--- src/rtl/imm_extend_stage.sv ---
// Immediate-extension stage between ID and EX with a 2-entry skid buffer.
// Optional stall counter output enabled by defining IMMX_STALL_CNT_EN.
module imm_extend_stage #(
   parameter int IN_W  = 16,
   parameter int OUT_W = 32
) (
   input  logic             clk,
   input  logic             rst,
   input  logic             flush,
   input  logic             in_valid,
   output logic             in_ready,
   input  logic [IN_W-1:0]  in_imm,
   input  logic [1:0]       in_mode,
   output logic             out_valid,
   input  logic             out_ready,
   output logic [OUT_W-1:0] out_imm,
   output logic [1:0]       out_mode
`ifdef IMMX_STALL_CNT_EN
   ,
   output logic [15:0]      stall_cnt
`endif
);

   localparam int PAD_W = OUT_W - IN_W;

   typedef enum logic [1:0] {
      EMPTY = 2'd0,
      ONE   = 2'd1,
      FULL  = 2'd2
   } stateT;

   function automatic logic signed [OUT_W-1:0] extendImm(input logic [IN_W-1:0] imm,
                                                        input logic [1:0]      mode);
      logic signed [OUT_W-1:0] sx;
      sx = {{PAD_W{imm[IN_W-1]}}, imm};
      case (mode)
         2'b00:   extendImm = sx;
         2'b01:   extendImm = {{PAD_W{1'b0}}, imm};
         2'b10:   extendImm = {imm, {PAD_W{1'b0}}};
         default: extendImm = sx <<< 2;
      endcase
   endfunction

   function automatic logic [15:0] satInc16(input logic [15:0] cnt);
      satInc16 = (cnt == 16'hFFFF) ? cnt : cnt + 16'd1;
   endfunction

   stateT                   state_p1;
   logic signed [OUT_W-1:0] extImm_p0;
   logic signed [OUT_W-1:0] mainImm_p1;
   logic signed [OUT_W-1:0] skidImm_p1;
   logic [1:0]              mainMode_p1;
   logic [1:0]              skidMode_p1;
   logic                    inXfer;
   logic                    outXfer;
   logic                    loadSkid;

   // Input side: extension is combinational ahead of the buffer registers.
   assign extImm_p0 = extendImm(in_imm, in_mode);

   // Ready depends only on registered occupancy, never on out_ready.
   assign in_ready  = (state_p1 != FULL) && !rst;
   assign out_valid = (state_p1 != EMPTY);
   assign out_imm   = mainImm_p1;
   assign out_mode  = mainMode_p1;

   assign inXfer   = in_valid && in_ready;
   assign outXfer  = out_valid && out_ready;
   assign loadSkid = !flush && (state_p1 == ONE) && inXfer && !outXfer;

   // Stage p1: occupancy FSM and the main (output-facing) register.
   always_ff @(posedge clk or posedge rst) begin
      if (rst) begin
         state_p1    <= EMPTY;
         mainImm_p1  <= '0;
         mainMode_p1 <= '0;
      end else if (flush) begin
         state_p1 <= EMPTY;
      end else begin
         case (state_p1)
            EMPTY: begin
               if (inXfer) begin
                  mainImm_p1  <= extImm_p0;
                  mainMode_p1 <= in_mode;
                  state_p1    <= ONE;
               end
            end
            ONE: begin
               if (inXfer && outXfer) begin
                  mainImm_p1  <= extImm_p0;
                  mainMode_p1 <= in_mode;
               end else if (inXfer) begin
                  state_p1 <= FULL;
               end else if (outXfer) begin
                  state_p1 <= EMPTY;
               end
            end
            FULL: begin
               if (outXfer) begin
                  mainImm_p1  <= skidImm_p1;
                  mainMode_p1 <= skidMode_p1;
                  state_p1    <= ONE;
               end
            end
            default: state_p1 <= EMPTY;
         endcase
      end
   end

   // Skid data is only meaningful while FULL, so it carries no reset.
   always_ff @(posedge clk) begin
      if (loadSkid) begin
         skidImm_p1  <= extImm_p0;
         skidMode_p1 <= in_mode;
      end
   end

`ifdef IMMX_STALL_CNT_EN
   always_ff @(posedge clk or posedge rst) begin
      if (rst) begin
         stall_cnt <= '0;
      end else if (in_valid && !in_ready) begin
         stall_cnt <= satInc16(stall_cnt);
      end
   end
`endif

endmodule

--- config.mk ---
export PLATFORM = sky130hd
export DESIGN_NAME = imm_extend_stage
export DESIGN_NICKNAME = d
export VERILOG_FILES = /design/src/rtl/imm_extend_stage.sv
export SDC_FILE = /design/constraint.sdc
export NUM_CORES = 1
export LEC_CHECK = 0
export BUFFER_PORTS_ARGS = -buffer_cell sky130_fd_sc_hd__clkbuf_2
export CAP_MARGIN = 20
export CORE_MARGIN = 2
export CORE_UTILIZATION = 50
export DETAILED_ROUTE_END_ITERATION = 6
export GPL_ROUTABILITY_DRIVEN = 0
export GPL_TIMING_DRIVEN = 1
export PLACE_DENSITY_LB_ADDON = 0.25
export SKIP_CTS_REPAIR_TIMING = 1
export SYNTH_ARGS = -nofsm -noshare
export SYNTH_HDL_FRONTEND = slang
export SYNTH_SLANG_ARGS = --single-unit
--- constraint.sdc ---
create_clock -name clk -period 4.9 [get_ports clk]
set_input_delay 0.735 -clock clk [delete_from_list [all_inputs] [get_ports clk]]
set_output_delay 0.735 -clock clk [all_outputs]
set_load 0.1 [all_outputs]
### Word level (Yosys, flattened, before mapping)

Index checks and enable logic that the tools add are counted.

* equality and inequality tests: 12
* reductions and logical operators: 16
* muxes and demuxes: 16
* bitwise operators: 1

Operators by type and width (number)
* 32-bit case mux with 3 select lines: 2
* 32-bit 2-to-1 mux: 3
* 2-bit 2-to-1 mux: 9
* 2-bit case mux with 3 select lines: 2
* 3-bit != test (second input constant): 3
* 1-bit logical AND: 7
* 2-bit != test (second input constant): 3
* 5-bit AND reduction: 1
* 2-bit by 1-bit equality test with 1-bit output (second input constant): 2
* 2-bit equality test (second input constant): 2
* 2-bit logical NOT: 2
* 4-bit != test (second input constant): 1
* 4-bit AND reduction: 1
* 1-bit logical NOT: 3
* 3-bit nonzero test: 1
* 2-bit by 1-bit != test with 1-bit output (second input constant): 1
* 2-bit nonzero test: 1
* 1-bit inverter: 1

* output and inout port bits: 36
* bits in registers: 70
* logic and storage cells: 50

### Longest topological paths before layout

Gate-level depths: netlist (run 1).

* word-level depth: 7
* depth in mapped cells: 7
* depth with buffers taken out: 4

### Worst setup path before layout (run 1)

OpenSTA, ideal clock, no wires.

* path kind: input -> register
* from: in out_ready
* to: reg skidImm_p1[0] (enable)
* data required time: 4.378 ns
* path slack: -0.110 ns
* stages: 2
* data arrival time: 4.487 ns
* path buffers: 0
* path through: nor2b_1 nor4b_1

* word-level cells in the longest chain between the ends: 3

RTL lines
* start: declaration: line 15 `input logic out_ready,`
* 1-bit logical AND: line 68 `assign outXfer = out_valid && out_ready;`
* 1-bit logical NOT: line 69 `assign loadSkid = !flush && (state_p1 == ONE) && inXfer && !outXfer;`
* 1-bit logical AND: line 69
* net loadSkid: line 56 `logic loadSkid;`
* end signal: assignment: line 113 `skidImm_p1 <= extImm_p0;`
* end: declaration: line 51 `logic signed [OUT_W-1:0] skidImm_p1;`

The timed path passes the listed nets, and every way through them passes these cells.
A chain may end at the register's enable or synchronous reset.

### Worst setup path after layout (run 1)

* from: reg state_p1[1]
* to: out in_ready

* word-level cells in the longest chain between the ends: 2

RTL lines
* start: declaration: line 48 `stateT state_p1;`
* start signal: assignment: line 74 `state_p1 <= EMPTY;`
* start signal: assignment: line 78 `state_p1 <= EMPTY;`
* start signal: assignment: line 85 `state_p1 <= ONE;`
* 2-bit != test: line 62 `assign in_ready = (state_p1 != FULL) && !rst;`
* 1-bit logical AND: line 62
* end: declaration: line 11 `output logic in_ready,`

No other way between the ends.

==> impl_metrics.yaml, run 1 <==
clock_network:
  htree_levels: 3
  clkTransAtPathRegs_ns: 0.08
  cts_buffer_depth: 2
  cts_buffers: 9
  clock-sinks: 70
  clockRootBuffer: "clkbuf_8"
  cts_tree: "done"
  clock_latency_ns: 0.34
power_and_ir_drop:
  ir_drop_uv: 254
  leakagePower_nw: 1.88
  powerDensity_mw_per_mm2: 520
outcome:
  status: "finished clean"
layout:
  drive_gt1_frac: 0.317
  final_cell_area_mm2: 0.00400
  stdcell_count: 443
  antenna_cells: 0
  syn2layout_area_growth_pct: 16.7
  nNetsFinal: 381
route:
  wl_per_cell_um: 15.9
  routed.top_layer: "met4"
  drc: 0
  routed_wl_um: 7060
  via_per_inst: 5.35
  drt-initial-drc-count: 178
  vias: 2370
  drtAntennaViolNets: 0
  dr.pass1.iters: 7
  wl_met3_um: 322
  met2_length_um: 3370
  wl_met1_um: 3280
synthesis:
  synth_cells: 301
  ys_warn_count: 0
  ys_top_cells_by_area: "edfxtp_1 (30%), dfrtp_1 (26%), mux2_4 (11%)"
  synth_top_cell_by_area: "edfxtp_1"
  yosysSeqAreaShare: 0.561
  synth_edf_count: 34
  yosysMostFrequentCell: "nand2_1"
  syn_avg_cell_area_um2: 11.4
  synth_cell_types: 32
  yosys-top-cells-count: "nand2_1 (57), dfrtp_1 (36), edfxtp_1 (34)"
  async_flop_share: 0.514
  ys.flop_type: "dfrtp_1"
  syn_nets: 324
  syn_area_mm2: 0.00343
  ys_seq_elements: 70
  yosysTopAreaCellShare: 0.298
timing:
  hold_ws_ns: 0.507
  slew_headroom: 0.556
  finalMaxSlewViolations: 0
  period_needed_ns: 2.55
  rsz0062_at_grt: "no"
  fin_skew_ns: 0.00592
  fin_setup_tns_ns: 0
  worst_pin_slew_ns: 0.666
  fin_crit_sh: 0.521
  final_hold_viol_count: 0
  setup-violations-final: 0
  timing.fmax_mhz: 392
grt:
  grtUsageTotal: 0.203
  grt_max_degree: 46
  antenna_found_initial: 0
  grt_pass1_vias: 2367
  globalRouteOverflowTotal: 0
  grt_pass1_wl_um: 11700
placement:
  dp_hpwl_um: 4850
  port-buffer-count: 58
  dpl-instance-area_mm2: 0.00375
  dpl.cell_count: 427
floorplanning:
  die_w_um: 86.8
  coreArea_mm2: 0.00672
  die_h_um: 86.8
  die_area_mm2: 0.00753
  start_util: 0.510
  top_level_ports: 59
  row_count: 30
critical_path:
  crit_path_max_fanout: 10
  cp.arrival_ns: 1.82
  worstSetupPathType: "flop to output pin"
  cp_data_required_time_ns: 4.16
  cp-end-kind: "output pin"
  start_kind: "flop"
hold_path:
  min_path_type: "primary input to asynchronous set/reset pin"
run:
  cap_violations: 0
## cell families after synthesis
family / count (synthesis) / synth area share
buffers and inverters: 25 / 0.0427
AOI/OAI and AO/OA: 51 / 0.0873
and+or+nand+nor: 114 / 0.151
muxes: 41 / 0.158
DFF: 70 / 0.561
## layout make-up
type / instances / area, um^2
Clock buffer: 9 / 124
Clock inverter: 7 / 121
Fill cell: 576 / 2720
Inverter: 8 / 30.0
Multi-Input combinational cell: 206 / 1370
Sequential cell: 70 / 1920
Tap cell: 80 / 100
Timing Repair Buffer: 63 / 328
## per-layer routing
metal	track usage	vias to the layer above
met1	0.284	1141
met5	0	-
li1	-	1151
met3	0.0448	7
met4	0.0952	0
met2	0.303	71
## registers in the layout, indices dropped and copies added (netlist names)
signal / cells
state_p1: 2
skidImm_p1: 32
skidMode_p1: 2
out_imm: 32
out_mode: 2
## worst max-delay path, cell delays in order (launching register included)
cell and delay, ns:
dfrtp_1 0.54, nor2b_1 0.48, nor2_1 0.07, clkbuf_2 0.38
## power breakdown
part | switching (W) | internal (W)
combinational | 0.000625 | 0.000154
sequential | 0.0000402 | 0.000689
clock | 0.000231 | 0.000341
total | 0.000897 | 0.00118
## final timing paths
kind | startpoint | end | slack [ns] | cells past startpoint
max | state_p1[1] | in_ready | 2.35 | 3
min | rst | state_p1[0] | 0.51 | 3
max reg2reg | state_p1[0] | out_imm[20] | 2.53 | 5
min reg2reg | out_mode[1] | out_mode[1] | 0.51 | 1
max in group asynchronous | rst | out_imm[6] | 4.06 | 3
min in group clk | out_mode[1] | out_mode[1] | 0.51 | 1
## through the flow
| stage | setup WS [ns] | util | total power, W |
|---|---|---|---|
| 2_1_floorplan | 1.62 | - | 0.00140 |
| 3_3_place_gp | 2.08 | 0.557 | 0.00152 |
| 3_5_place_dp | 2.05 | 0.558 | 0.00152 |
| 4_1_cts | 2.34 | 0.595 | 0.00210 |
| 5_1_grt | 2.26 | 0.595 | 0.00215 |
| 6_report | 2.35 | 0.595 | 0.00208 |
## cell usage in the layout (no fill, tap or decap)
master and n:
a211oi_1 1, a21boi_0 1, a21o_1 1, a21oi_1 16
a21oi_4 1, a31oi_1 12, and2_1 2, buf_4 5
bufinv_16 3, clkbuf_2 58, clkbuf_8 9, clkinv_2 1
clkinv_4 2, dfrtp_1 36, edfxtp_1 34, inv_1 8
inv_6 1, mux2_2 5, mux2_4 25, mux2i_1 11
nand2_1 57, nand2b_1 1, nand2b_4 1, nand3b_1 1
nor2_1 29, nor2b_1 19, nor4b_4 1, o21a_1 1
o21ai_0 14, o21ai_1 2, o22a_1 1, o2bb2ai_1 1
or2_2 1, or3_4 1, or3b_2 1
Power figures use the tool's default switching activity.
==> run 2, diff against run 1 <==
--- a/config.mk
+++ b/config.mk
@@ -8,7 +8,7 @@
 export BUFFER_PORTS_ARGS = -buffer_cell sky130_fd_sc_hd__clkbuf_2
 export CAP_MARGIN = 20
 export CORE_MARGIN = 2
-export CORE_UTILIZATION = 50
+export CORE_UTILIZATION = 56
 export DETAILED_ROUTE_END_ITERATION = 6
 export GPL_ROUTABILITY_DRIVEN = 0
 export GPL_TIMING_DRIVEN = 1
==> constraint.sdc (replaced) <==
create_clock -name clk -period 2.6 [get_ports clk]
set_input_delay 0.39 -clock clk [delete_from_list [all_inputs] [get_ports clk]]
set_output_delay 0.39 -clock clk [all_outputs]
set_load 0.1 [all_outputs]
==> run 2 against run 1 <==
Compared with the run above: critical path depth is the same; die area shrank 10%; critical path type unchanged; non-clock buffer count is the same; largest cell class unchanged; highest routed layer unchanged; cell area shrank 0.97%.
==> impl_metrics.yaml, run 2 (same netlist as run 1, synthesis figures left out) <==
outcome:
  status: "finished clean"
critical_path:
  cp.arrival_ns: 1.77
  start_kind: "flop"
  crit_path_max_fanout: 10
  slowest_stage: "dfrtp_1"
  cp-end-kind: "output pin"
  worstSetupPathType: "flop to output pin"
  cp_slowest_stage_delay_ns: 0.52
  cp_data_required_time_ns: 2.21
  crit_path_cell_trace: "nor2b_1 > nor2_1 > clkbuf_2"
power_and_ir_drop:
  p_total_w: 0.00374
  p_sw_frac: 0.443
  intPower_w: 0.00208
  leakagePower_nw: 1.86
  clockPowerShare: 0.238
  p_comb_frac: 0.394
  powerDensity_mw_per_mm2: 944
  power_switching_w: 0.00166
  ir_drop_uv: 561
  p_seq_frac: 0.368
timing:
  fin_crit_sh: 0.831
  slew_headroom: 0.638
  worst_pin_slew_ns: 0.545
  rsz0062_at_grt: "no"
  final_hold_viol_count: 0
  period_needed_ns: 2.16
  fin_setup_tns_ns: 0
  fin_skew_ns: 0.00704
  setup-violations-final: 0
  hold_ws_ns: 0.159
  timing.fmax_mhz: 463
  finalMaxSlewViolations: 0
layout:
  final_core_util: 0.669
  fillers: 472
  antenna_cells: 0
  layout_common_cells: "clkbuf_2 (58), nand2_1 (57), dfrtp_1 (36)"
  final_cell_area_mm2: 0.00396
  syn2layout_area_growth_pct: 15.6
  nNetsFinal: 381
  drive_gt1_frac: 0.314
  final_common_cell: "clkbuf_2"
floorplanning:
  coreArea_mm2: 0.00592
  die_h_um: 82.2
  die_area_mm2: 0.00676
  start_util: 0.579
  die_w_um: 82.2
  row_count: 28
  top_level_ports: 59
placement:
  port-buffer-count: 58
  dp_hpwl_um: 4650
  dpl-instance-area_mm2: 0.00376
route:
  via_per_inst: 5.55
  wl_per_cell_um: 16.1
  drtAntennaViolNets: 0
  vias: 2433
  drt-initial-drc-count: 222
  routed_wl_um: 7070
  dr.pass1.iters: 4
  drc: 0
grt:
  antenna_found_initial: 0
  globalRouteOverflowTotal: 0
  grt_pass1_vias: 2271
  grt_max_degree: 46
  grtUsageTotal: 0.225
  grt_pass1_wl_um: 11300
clock_network:
  htree_levels: 3
  clockRootBuffer: "clkbuf_8"
  cts_buffers: 9
  clkTransAtPathRegs_ns: 0.07
  cts_tree: "done"
  clock-sinks: 70
  clock_latency_ns: 0.34
  cts_buffer_depth: 2
run:
  cap_violations: 0
hold_path:
  min_path_type: "primary input to asynchronous set/reset pin"
run 2: changes by cell type in the layout (fill, tap and decap cells not counted), sizes merged:
| cell | before | now |
|---|---|---|
| clkbuf | 67 | 70 |
| bufinv | 3 | 1 |
| inv | 9 | 8 |
run 2: through the flow:
stage	std cells	setup WS, ns
after global routing	438	0.340
after global placement	422	0.639
after floorplan	301	0.274
final	438	0.439
after CTS	438	0.398
after detailed placement	422	0.591
run 2: layout make-up:
| type | instances | area, um^2 | area share |
|---|---|---|---|
| clock buffers | 12 | 155 | 0.0392 |
| repair buffers | 63 | 340 | 0.0860 |
| flip-flops and latches | 70 | 1920 | 0.485 |
| clock inverters | 4 | 45.0 | 0.0114 |
| inverters | 8 | 30.0 | 0.00759 |
| well taps | 75 | 93.8 | 0.0237 |
| multi-input cells | 206 | 1370 | 0.347 |
run 2: final timing paths:
path / slack [ns] / depth (start not counted) / end / startpoint
worst min-delay path: 0.16 / 3 / out_imm[16] / rst
worst max register to register: 0.69 / 5 / out_imm[10] / state_p1[0]
worst min register to register: 0.51 / 1 / out_imm[18] / out_imm[18]
worst max-delay path: 0.44 / 3 / in_ready / state_p1[1]
max in group asynchronous: 2.12 / 3 / out_imm[21] / rst
min in group clk: 0.27 / 2 / state_p1[1] / out_ready
run 2: power groups by stage:
stage                     combinational [W]  sequential, W  clock, W
after global placement              0.00146        0.00139         0
after CTS                           0.00148        0.00138  0.000904
after global routing                0.00153        0.00139  0.000936
final                               0.00147        0.00138  0.000890
after floorplan                    0.000323        0.00232         0
after detailed placement            0.00148        0.00140         0
run 2: critical path, delay by kind of cell (launching register included):
kind | cells | cell delay [ns]
and+or+nand+nor | 2 | 0.53
DFF | 1 | 0.52
buffers and inverters | 1 | 0.38
run 2: routing by layer:
metal	track usage	wire, um
met1	0.302	3160
met2	0.368	3430
met3	0.0293	398
met4	0.100	87
met5	0	0
==> run 3, diff against run 2 <==
==> constraint.sdc (replaced) <==
create_clock -name clk -period 2.3 [get_ports clk]
set_input_delay 0.345 -clock clk [delete_from_list [all_inputs] [get_ports clk]]
set_output_delay 0.345 -clock clk [all_outputs]
set_load 0.1 [all_outputs]
==> run 3 against run 2 <==
Compared with the run above: register-to-register slack lost 0.28 ns; non-clock buffer count up 3; global-route usage rose by 0.22 points; routed wire length shrank 1.1%; cell area rose by 1.2%; count of clock-buffer cells in the layout grew 3; setup slack worse by 0.31 ns; first-iteration DRC count up 16%; critical path depth unchanged; worst hold slack worse by 0.054 ns.
==> impl_metrics.yaml, run 3 (same netlist as run 1, synthesis figures left out) <==
placement:
  dpl-instance-area_mm2: 0.00378
  dpl.cell_count: 425
  place_ws_ns: 0.345
  dp_hpwl_um: 4570
  port-buffer-count: 58
critical_path:
  cp_data_required_time_ns: 1.96
  cp_slowest_stage_delay_ns: 0.54
  start_kind: "flop"
  cp.buffers_inverters: 1
  crit_path_cell_trace: "nor2b_1 > nor2_1 > clkbuf_2"
  cp-end-kind: "output pin"
  slowest_stage: "dfrtp_1"
  cp.arrival_ns: 1.83
  worstSetupPathType: "flop to output pin"
  crit_path_max_fanout: 10
  cpLargestDelayFamily: "simple AND/OR/NAND/NOR gates"
floorplanning:
  top_level_ports: 59
  die_h_um: 82.2
  coreArea_mm2: 0.00592
  start_util: 0.579
  die_area_mm2: 0.00676
  row_count: 28
  die_w_um: 82.2
route:
  routed_wl_um: 6990
  via_per_inst: 5.48
  drtAntennaViolNets: 0
  dr.pass1.iters: 4
  drc: 0
  wl_per_cell_um: 15.9
  vias: 2416
  drt-initial-drc-count: 257
timing:
  worst_slack_ns: 0.127
  worst_pin_slew_ns: 0.543
  rsz0062_at_grt: "no"
  timing.fmax_mhz: 460
  period_needed_ns: 2.17
  finalMaxSlewViolations: 0
  fin_crit_sh: 0.945
  final_hold_viol_count: 0
  fin_skew_ns: 0.00664
  slew_headroom: 0.640
  fin_setup_tns_ns: 0
  setup-violations-final: 0
grt:
  grt_max_degree: 46
  globalRouteOverflowTotal: 0
  grt_pass1_vias: 2222
  antenna_found_initial: 0
  grt_pass1_wl_um: 11400
  grtUsageTotal: 0.227
clock_network:
  cts_buffer_depth: 2
  cts_buffers: 9
  clkTransAtPathRegs_ns: 0.07
  htree_levels: 3
  cts_tree: "done"
  clock_latency_ns: 0.35
  clockRootBuffer: "clkbuf_8"
  clock-sinks: 70
layout:
  drive_gt1_frac: 0.320
  final_common_cell: "clkbuf_2"
  multiInputGateArea_mm2: 0.00137
  syn2layout_area_growth_pct: 16.9
  fillers: 488
  final_cell_area_mm2: 0.00401
  stdcell_count: 441
  antenna_cells: 0
  regArea_mm2: 0.00192
  layout_common_cells: "clkbuf_2 (58), nand2_1 (57), dfrtp_1 (36)"
  nNetsFinal: 384
outcome:
  status: "finished clean"
power_and_ir_drop:
  powerDensity_mw_per_mm2: 1070
  ir_drop_uv: 650
  leakagePower_nw: 1.89
hold_path:
  min_path_type: "primary input to asynchronous set/reset pin"
run:
  cap_violations: 0
[run 3: worst paths after layout]
kind / endpoint / slack (ns) / startpoint / depth (start not counted)
max in group asynchronous: out_imm[21] / 1.87 / rst / 3
max reg2reg: out_imm[10] / 0.41 / state_p1[0] / 5
min reg2reg: out_imm[22] / 0.51 / out_imm[22] / 1
min in group clk: state_p1[1] / 0.21 / out_ready / 2
max: in_ready / 0.13 / state_p1[1] / 3
min: out_mode[0] / 0.10 / rst / 3
[run 3: routing by layer]
layer	wire length, um	part of all wire	track usage
met1	3150	0.45	0.339
met3	464	0.066	0.0489
met2	3290	0.47	0.331
met5	0	0	0
met4	87	0.012	0.0750
[run 3: worst reg2reg max path, stage by stage, from the launching register on]
cell	delay [ns]
dfrtp_1	0.43
nor2b_1	0.18
or3_4	0.34
a21oi_4	0.17
buf_12	0.27
mux2_2	0.38
[run 3: through the flow]
| stage | hold WS (ns) | total power (W) | utilization |
|---|---|---|---|
| 6_report | 0.104 | 0.00429 | 0.676 |
| 5_1_grt | 0.155 | 0.00446 | 0.676 |
| 4_1_cts | 0.118 | 0.00431 | 0.676 |
| 3_5_place_dp | 0.494 | 0.00325 | 0.639 |
| 3_3_place_gp | 0.475 | 0.00323 | 0.639 |
| 2_1_floorplan | 0.411 | 0.00299 | - |
[run 3: layout make-up]
| type | instances | share of cell area |
|---|---|---|
| clock buffers | 15 | 0.0547 |
| flip-flops and latches | 70 | 0.480 |
| multi-input cells | 206 | 0.343 |
| inverters | 8 | 0.00750 |
| clock inverters | 1 | 0.00125 |
| repair buffers | 66 | 0.0906 |
| well taps | 75 | 0.0234 |
[run 3: power by group]
group | internal, W | total (W) | switching [W]
registers | 0.00147 | 0.00155 | 0.0000828
clock network | 0.000611 | 0.00107 | 0.000459
logic | 0.000334 | 0.00167 | 0.00133
